--- config.mk ---
export PLATFORM = sky130hd
export DESIGN_NAME = mem_access_ctrl
export DESIGN_NICKNAME = d
export VERILOG_FILES = /design/src/rtl/mem_access_ctrl.sv
export SDC_FILE = /design/constraint.sdc
export NUM_CORES = 1
export LEC_CHECK = 0
export CAP_MARGIN = 30
export CELL_PAD_IN_SITES_DETAIL_PLACEMENT = 0
export CELL_PAD_IN_SITES_GLOBAL_PLACEMENT = 1
export CORE_ASPECT_RATIO = 1.2
export CORE_MARGIN = 1.5
export CORE_UTILIZATION = 49
export DETAILED_ROUTE_END_ITERATION = 10
export DONT_BUFFER_PORTS = 1
export PLACE_DENSITY = 0.92
export RECOVER_POWER = 100
export SYNTH_ARGS = -nofsm -noshare
export SYNTH_HDL_FRONTEND = slang
export SYNTH_SLANG_ARGS = --single-unit
--- constraint.sdc ---
create_clock -name clk -period 7.66 [get_ports clk]
set_input_delay 0.766 -clock clk [delete_from_list [all_inputs] [get_ports clk]]
set_output_delay 0.766 -clock clk [all_outputs]
set_load 0.005 [all_outputs]
--- src/rtl/mem_access_ctrl.sv ---
// rtl/mem_access_ctrl.sv - EX/MEM data-memory access controller with wait/timeout handling
// Two-state (IDLE/WAIT) controller issuing one data-memory request at a time toward MEM/WB.
module mem_access_ctrl #(
    parameter int S       = 32,
    parameter int TIMEOUT = 16
) (
    input  logic         clk,
    input  logic         reset,
    input  logic         ex_valid,
    input  logic         ex_memread,
    input  logic         ex_memwrite,
    input  logic [S-1:0] ex_addr,
    input  logic [S-1:0] ex_wdata,
    input  logic         flush,
    output logic         mem_req,
    output logic         mem_we,
    output logic [S-1:0] mem_addr,
    output logic [S-1:0] mem_wdata,
    input  logic         mem_ack,
    input  logic [S-1:0] mem_rdata,
    output logic         stall,
    output logic         wb_valid,
    output logic [S-1:0] wb_ReadData,
    output logic         misalign_err,
    output logic         timeout_err
);

    typedef enum logic {IDLE = 1'b0, WAIT = 1'b1} state_t;

    localparam logic [7:0] WAIT_LAST = 8'(TIMEOUT - 1);

    state_t       state_q;
    logic         mem_req_q;
    logic         mem_we_q;
    logic [S-1:0] mem_addr_q;
    logic [S-1:0] mem_wdata_q;
    logic         wb_valid_q;
    logic [S-1:0] wb_data_q;
    logic         misalign_q;
    logic         timeout_q;
    logic [7:0]   wait_cnt_q;
    logic         discard_q;

    logic ex_is_mem;
    logic ex_is_write;
    logic ex_aligned;
    logic wait_done;
    logic wb_suppress;

    // A simultaneous read+write request is treated as a load.
    assign ex_is_mem   = ex_memread | ex_memwrite;
    assign ex_is_write = ex_memwrite & ~ex_memread;
    assign ex_aligned  = (ex_addr[1:0] == 2'b00);
    assign wait_done   = mem_ack || (wait_cnt_q == WAIT_LAST);
    assign wb_suppress = discard_q | flush;

    always_ff @(posedge clk or posedge reset) begin
        if (reset) begin
            state_q     <= IDLE;
            mem_req_q   <= 1'b0;
            mem_we_q    <= 1'b0;
            mem_addr_q  <= '0;
            mem_wdata_q <= '0;
            wb_valid_q  <= 1'b0;
            wb_data_q   <= '0;
            misalign_q  <= 1'b0;
            timeout_q   <= 1'b0;
            wait_cnt_q  <= '0;
            discard_q   <= 1'b0;
        end else begin
            wb_valid_q <= 1'b0;
            misalign_q <= 1'b0;
            case (state_q)
                IDLE: begin
                    if (ex_valid && !flush) begin
                        if (!ex_is_mem) begin
                            wb_valid_q <= 1'b1;
                            wb_data_q  <= '0;
                        end else if (!ex_aligned) begin
                            wb_valid_q <= 1'b1;
                            wb_data_q  <= '0;
                            misalign_q <= 1'b1;
                        end else begin
                            mem_req_q   <= 1'b1;
                            mem_we_q    <= ex_is_write;
                            mem_addr_q  <= ex_addr;
                            mem_wdata_q <= ex_wdata;
                            wait_cnt_q  <= '0;
                            discard_q   <= 1'b0;
                            state_q     <= WAIT;
                        end
                    end
                end
                WAIT: begin
                    if (wait_done) begin
                        // Ack takes priority over a coincident timeout.
                        mem_req_q <= 1'b0;
                        discard_q <= 1'b0;
                        state_q   <= IDLE;
                        if (!mem_ack) begin
                            timeout_q <= 1'b1;
                        end
                        if (!wb_suppress) begin
                            wb_valid_q <= 1'b1;
                            wb_data_q  <= (mem_ack && !mem_we_q) ? mem_rdata : '0;
                        end
                    end else begin
                        wait_cnt_q <= wait_cnt_q + 8'd1;
                        if (flush) begin
                            discard_q <= 1'b1;
                        end
                    end
                end
            endcase
        end
    end

    assign stall        = (state_q == WAIT);
    assign mem_req      = mem_req_q;
    assign mem_we       = mem_we_q;
    assign mem_addr     = mem_addr_q;
    assign mem_wdata    = mem_wdata_q;
    assign wb_valid     = wb_valid_q;
    assign wb_ReadData  = wb_data_q;
    assign misalign_err = misalign_q;
    assign timeout_err  = timeout_q;

endmodule

==> qor.yml, run 1 <==
fp-row-count: 38
cp_max_fo: 33
wl_met3_microns: 865
ir_drop_v: 0.000107
ys_async_sr_fraction_pct: 100
leakage_nw: 2.39
maxCapViolations: 4
yosys_warnings: 0
synth.avg_cell_area_sq_um: 9.61
fin_worst_skew_ns: 0.00707
die_w_microns: 91.3
total_power_mw: 1.17
clockBufferDepth: 2
grt-ovfl-total: 0
syn_area_sq_um: 4580
syn_to_final_growth_pct: 4.75
slew_headroom_pct: -77.7
yosysSeqAreaShare_pct: 60.6
synth_top_area_share_pct: 60.6
grtUsageTotal_pct: 19.3
fillers: 846
wl_met1_microns: 3820
syn-num-nets: 581
wl_microns: 9400
final_nets: 574
rsz0062_at_grt: "false"
cts.clk_slew.worst_paths_ns: 0.09
yosys.area.top_type: "dfrtp_1"
drt_iter0_markers: 118
pre_cts_ws_ns: 4.99
synthTopCellsByCount: "225 x nand2_1, 111 x dfrtp_1, 36 x inv_1, 32 x mux2i_1, 17 x clkbuf_1"
hold_path.class: "reg -> reg"
synth-main-ff-cell: "dfrtp_1"
violations: "max-capacitance violations, max-slew violations"
setup_viol: 0
hold_end: "mem_wdata[11]$_DFFE_PP0P_"
critPathArrivalTime_ns: 3.82
htree_levels: 3
power.density_nw_per_um2: 244
reg2reg_slack_ns: 3.98
criticalPathCategory: "reg -> reg"
synth_cell_type_count: 41
cts-resized-gates: 0
ys_ff_latch: 111
place_hpwl_microns: 6810
die_area_sq_um: 9950
crit-reg2reg-launch: "wait_cnt_q[4]$_DFFE_PP0P_"
grt_pass1_wl_microns: 14900
drc: 0
final_max_slew_viol_count: 196
worstHoldStart: "mem_wdata[11]$_DFFE_PP0P_"
worstSetupEndpointType: "flop"
finalSetupTns_ns: 0
initial_core_util_pct: 50.5
postCtsSetupRepairBufs: 0
cts_buffers: 9
core_sq_um: 9080
num_vias: 3043
firstDrtPassIters: 4
hold_violations: 0
r2r_end: "wb_ReadData[0]$_DFFE_PP0P_"
synth_edf_count: 0
ff2ff_path_depth: 5
place_congestion: 0.798
ant_nets: 0
fin_crit_ns: 3.68
clock_sinks: 111
synth_cells: 477
routed-wl-met2_microns: 4470
die_height_microns: 109
antenna_found_initial: 0
status: "finished, violations left"
io_buffers: 0
worstMarginPinSlew_ns: 2.66
post-route-period-util_pct: 48.0
whs_ns: 0.511
avgViaCountPerCell: 5.12
setup_ws_ns: 3.98
fmax_mhz: 272
clockRootBuffer: "clkbuf_8"
io_pins: 205
top_layer: "met4"
n_antenna_cell: 0
synth_area_leaders: "dfrtp_1 61%, nand2_1 18%, mux2i_1 7.0%, inv_1 2.9%, clkbuf_1 1.4%"
grt_max_degree: 68
start_kind: "flop"
post_drt_wl_per_cell_microns: 15.8
clkLatencyLatePin_ns: 0.35
required_ns: 7.80
final_layout_size_suffix_gt1_share_pct: 4.64
ctsHoldBuffers: 0
min_delay_path_depth: 2
grt_pass1_vias: 3049
synth.most_common_cell: "nand2_1"
cts_tree: "yes"
-- area by class of cell --
type	instances	area (sq um)	share of cell area, %
inverters	36	136	2.84
well taps	120	150	3.13
clock buffers	15	176	3.67
multi-input cells	307	1530	31.8
repair buffers	5	33.8	0.704
flip-flops and latches	111	2780	57.9
-- worst max-delay path, cell delays in order, from the launching register on --
cell      delay [ns]
dfrtp_1         0.43
or4_1           0.61
o21ba_1         0.31
a221oi_4        0.21
clkbuf_1        1.63
mux2i_1         0.27
-- flip-flops by register name (all words and copies together), names as in the netlist --
name	count
mem_addr	32
mem_wdata	32
wb_ReadData	32
wait_cnt_q	8
discard_q	1
mem_req	1
mem_we	1
misalign_err	1
stall	1
timeout_err	1
wb_valid	1
-- placed cells by master (no fill, tap or decap), drive strengths merged --
| master | count |
|---|---|
| nor3b | 1 |
| xor2 | 1 |
| nor2 | 5 |
| buf | 2 |
| nand2 | 225 |
| a31oi | 1 |
| o31ai | 2 |
| nor3 | 2 |
| and4b | 1 |
| a21o | 1 |
| a21oi | 3 |
| or2 | 1 |
| o211ai | 2 |
| a22o | 1 |
| nand2b | 2 |
| nand4 | 1 |
| o21ai | 6 |
| ha | 1 |
| and3 | 1 |
| nor4b | 1 |
| or3 | 2 |
| a211o | 1 |
| dfrtp | 111 |
| and2 | 2 |
| inv | 35 |
| o21bai | 1 |
| a221oi | 1 |
| or4 | 2 |
| nand3 | 2 |
| or2b | 1 |
| clkinvlp | 1 |
| clkbuf | 18 |
| o31a | 1 |
| mux2i | 32 |
| o22ai | 1 |
| nor4 | 2 |
| o21ba | 1 |
-- where the power goes --
part / internal [mW] / switching, mW / leakage [nW] / total [mW]
sequential: 0.666 / 0.0721 / 1.45 / 0.738
clock: 0.144 / 0.174 / 0.0898 / 0.318
combinational: 0.0467 / 0.0683 / 0.849 / 0.115
-- worst max-delay path by stage --
stage	start	endpoint	slack [ns]	cells past startpoint
floorplan	reset	discard_q$_DFFE_PP0P_	3.96	1
global placement	ex_addr[1]	mem_addr[1]$_DFFE_PP0P_	4.92	3
detailed placement	flush	wait_cnt_q[4]$_DFFE_PP0P_	4.99	5
CTS	wait_cnt_q[4]$_DFFE_PP0P_	wb_ReadData[0]$_DFFE_PP0P_	5.28	5
global route	flush	wait_cnt_q[6]$_DFFE_PP0P_	3.64	5
finish	wait_cnt_q[4]$_DFFE_PP0P_	wb_ReadData[0]$_DFFE_PP0P_	3.98	5
-- layer usage --
metal  track usage [%]  vias up
met5                 0        -
met4              10.2        0
met3              6.56       17
met2              31.3      158
met1              22.6     1411
li1                  -     1457
-- through the flow --
| step | utilization, % | cell area (sq um) | cells |
|---|---|---|---|
| floorplan | - | 4580 | 477 |
| global placement | 50.9 | 4630 | 577 |
| detailed placement | 51.3 | 4660 | 579 |
| CTS | 53.3 | 4840 | 594 |
| global route | 52.9 | 4800 | 594 |
| finish | 52.9 | 4800 | 594 |
-- cells by family (layout without fill, tap and decap cells) --
| logic type | Yosys count | count (layout) | share of synthesized area (%) |
|---|---|---|---|
| AND/OR/NAND/NOR | 251 | 251 | 22.2 |
| flip-flops | 111 | 111 | 60.6 |
| buffers and inverters | 59 | 56 | 6.06 |
| multiplexers | 32 | 32 | 6.99 |
| AO/OA/AOI/OAI | 22 | 22 | 3.63 |
| adder cells (fa/ha/maj) | 1 | 1 | 0.273 |
| XOR/XNOR | 1 | 1 | 0.191 |
(Power assumes the default switching activity.)
==> inputs of run 2 (changes only) <==
Settings changed: CORE_UTILIZATION 49 to 41, PLACE_DENSITY 0.92 to 0.84.
Clock period 7.66 ns to 3.1 ns, I/O delays scaled along.
==> qor.yml, run 2 (synthesis gave the netlist of run 1 again) <==
status: "finished clean"
slew_headroom_pct: 3.96
power.density_nw_per_um2: 660
place_hpwl_microns: 6870
die_height_microns: 119
ctsHoldBuffers: 0
die_area_sq_um: 11800
dp.cells: 592
io_buffers: 0
reg2reg_slack_ns: 0.72
crit-reg2reg-launch: "wait_cnt_q[4]$_DFFE_PP0P_"
cts_buffers: 9
fmax_mhz: 421
num_vias: 3144
layout.cells.non_filler: 608
cpLargestDelayFamily: "simple AND/OR/NAND/NOR gates"
clock_sinks: 111
io_pins: 205
drc: 0
rsz0062_at_grt: "false"
syn_to_final_growth_pct: 8.16
final_cell_mix: "225 x nand2_1, 111 x dfrtp_1, 35 x inv_1"
clockRootBuffer: "clkbuf_16"
cts_tree: "yes"
wl_microns: 9840
fin_worst_skew_ns: 0.00702
grt-ovfl-total: 0
initial_core_util_pct: 41.7
worstSetupEndpointType: "flop"
hold_violations: 0
slowest_delay_ns: 0.60
ant_nets: 0
final_nets: 575
worstMarginPinSlew_ns: 1.44
final_util_pct: 45.1
postCtsSetupRepairBufs: 0
firstDrtPassIters: 4
fin_crit_ns: 2.38
hold_path.class: "in -> reg"
cts.clk_slew.worst_paths_ns: 0.07
core_sq_um: 11000
final_cell_area_sq_um: 4960
path_buf_inv: 1
post_drt_wl_per_cell_microns: 16.2
drt_iter0_markers: 110
min_delay_path_depth: 2
grt_pass1_wl_microns: 15600
antenna_found_initial: 1
place_congestion: 0.779
cts-resized-gates: 0
criticalPathCategory: "reg -> reg"
worstHoldStart: "ex_addr[12]"
required_ns: 3.35
cp_max_fo: 33
leakage_nw: 2.47
avgViaCountPerCell: 5.17
finalSetupTns_ns: 0
fp-row-count: 42
setup_viol: 0
layout_commonest_cell: "nand2_1"
final_max_slew_viol_count: 0
hold_end: "mem_addr[12]$_DFFE_PP0P_"
crit_chain: "or4_1 > o21ba_1 > a221oi_4 > buf_4 > mux2i_1"
ir_drop_v: 0.000270
dpl-instance-area_sq_um: 4660
htree_levels: 3
maxCapViolations: 0
post-route-period-util_pct: 76.7
r2r_end: "wb_ReadData[5]$_DFFE_PP0P_"
total_power_mw: 3.27
ff2ff_path_depth: 5
die_w_microns: 99.5
grt_max_degree: 70
crit_slowest_cell: "or4_1"
clockBufferDepth: 2
final_layout_size_suffix_gt1_share_pct: 6.32
clkLatencyLatePin_ns: 0.34
critPathArrivalTime_ns: 2.63
grt_pass1_vias: 3225
grtUsageTotal_pct: 16.8
start_kind: "flop"
## run 2: cell count changes in the layout (fill, tap and decap cells not counted), sizes merged
cell	previous run	this run
clkbuf	18	13
buf	2	4
clkinv	0	2
bufinv	0	1
clkinvlp	1	2
diode	0	1
## run 2: how the worst max path moves through the flow
stage | from | endpoint | slack [ns] | depth (start not counted)
after global routing | wait_cnt_q[4]$_DFFE_PP0P_ | wb_ReadData[5]$_DFFE_PP0P_ | 0.58 | 5
after detailed placement | wait_cnt_q[4]$_DFFE_PP0P_ | wb_ReadData[7]$_DFFE_PP0P_ | 0.80 | 5
after CTS | wait_cnt_q[4]$_DFFE_PP0P_ | wb_ReadData[5]$_DFFE_PP0P_ | 0.78 | 5
after floorplan | wait_cnt_q[4]$_DFFE_PP0P_ | wb_ReadData[10]$_DFFE_PP0P_ | 1.00 | 6
after global placement | wait_cnt_q[4]$_DFFE_PP0P_ | wb_ReadData[21]$_DFFE_PP0P_ | 0.87 | 5
final | wait_cnt_q[4]$_DFFE_PP0P_ | wb_ReadData[5]$_DFFE_PP0P_ | 0.72 | 5
## run 2: worst reg2reg max path: stages, from the launching register on
cell and delay, ns:
dfrtp_1 0.41, or4_1 0.60, o21ba_1 0.30, a221oi_4 0.21
buf_4 0.49, mux2i_1 0.28
## run 2: per-layer routing
| layer | wire length, microns | track usage [%] | vias up |
|---|---|---|---|
| li1 | - | - | 1465 |
| met1 | 3990 | 19.8 | 1518 |
| met2 | 4750 | 27.9 | 153 |
| met3 | 983 | 6.34 | 8 |
| met4 | 105 | 6.25 | 0 |
| met5 | 0 | 0 | - |
## run 2: power breakdown
group	leakage [nW]	internal (mW)	switching [mW]
Sequential	1.45	1.65	0.176
Combinational	0.864	0.110	0.170
Clock	0.148	0.669	0.499
## run 2: cell type report
cell class | instances | area (sq um)
Clock buffer | 11 | 253
Clock inverter | 4 | 55.1
Antenna cell | 1 | 2.50
Inverter | 36 | 136
Sequential cell | 111 | 2780
Timing Repair Buffer | 6 | 40.0
Tap cell | 132 | 165
Fill cell | 1021 | 6030
Multi-Input combinational cell | 307 | 1530
## run 2: through the flow
stage,hold slack [ns],setup slack (ns)
final,0.0692,0.724
after global routing,0.0547,0.580
after CTS,0.0544,0.777
after detailed placement,0.420,0.796
after global placement,0.417,0.872
after floorplan,0.415,1.00
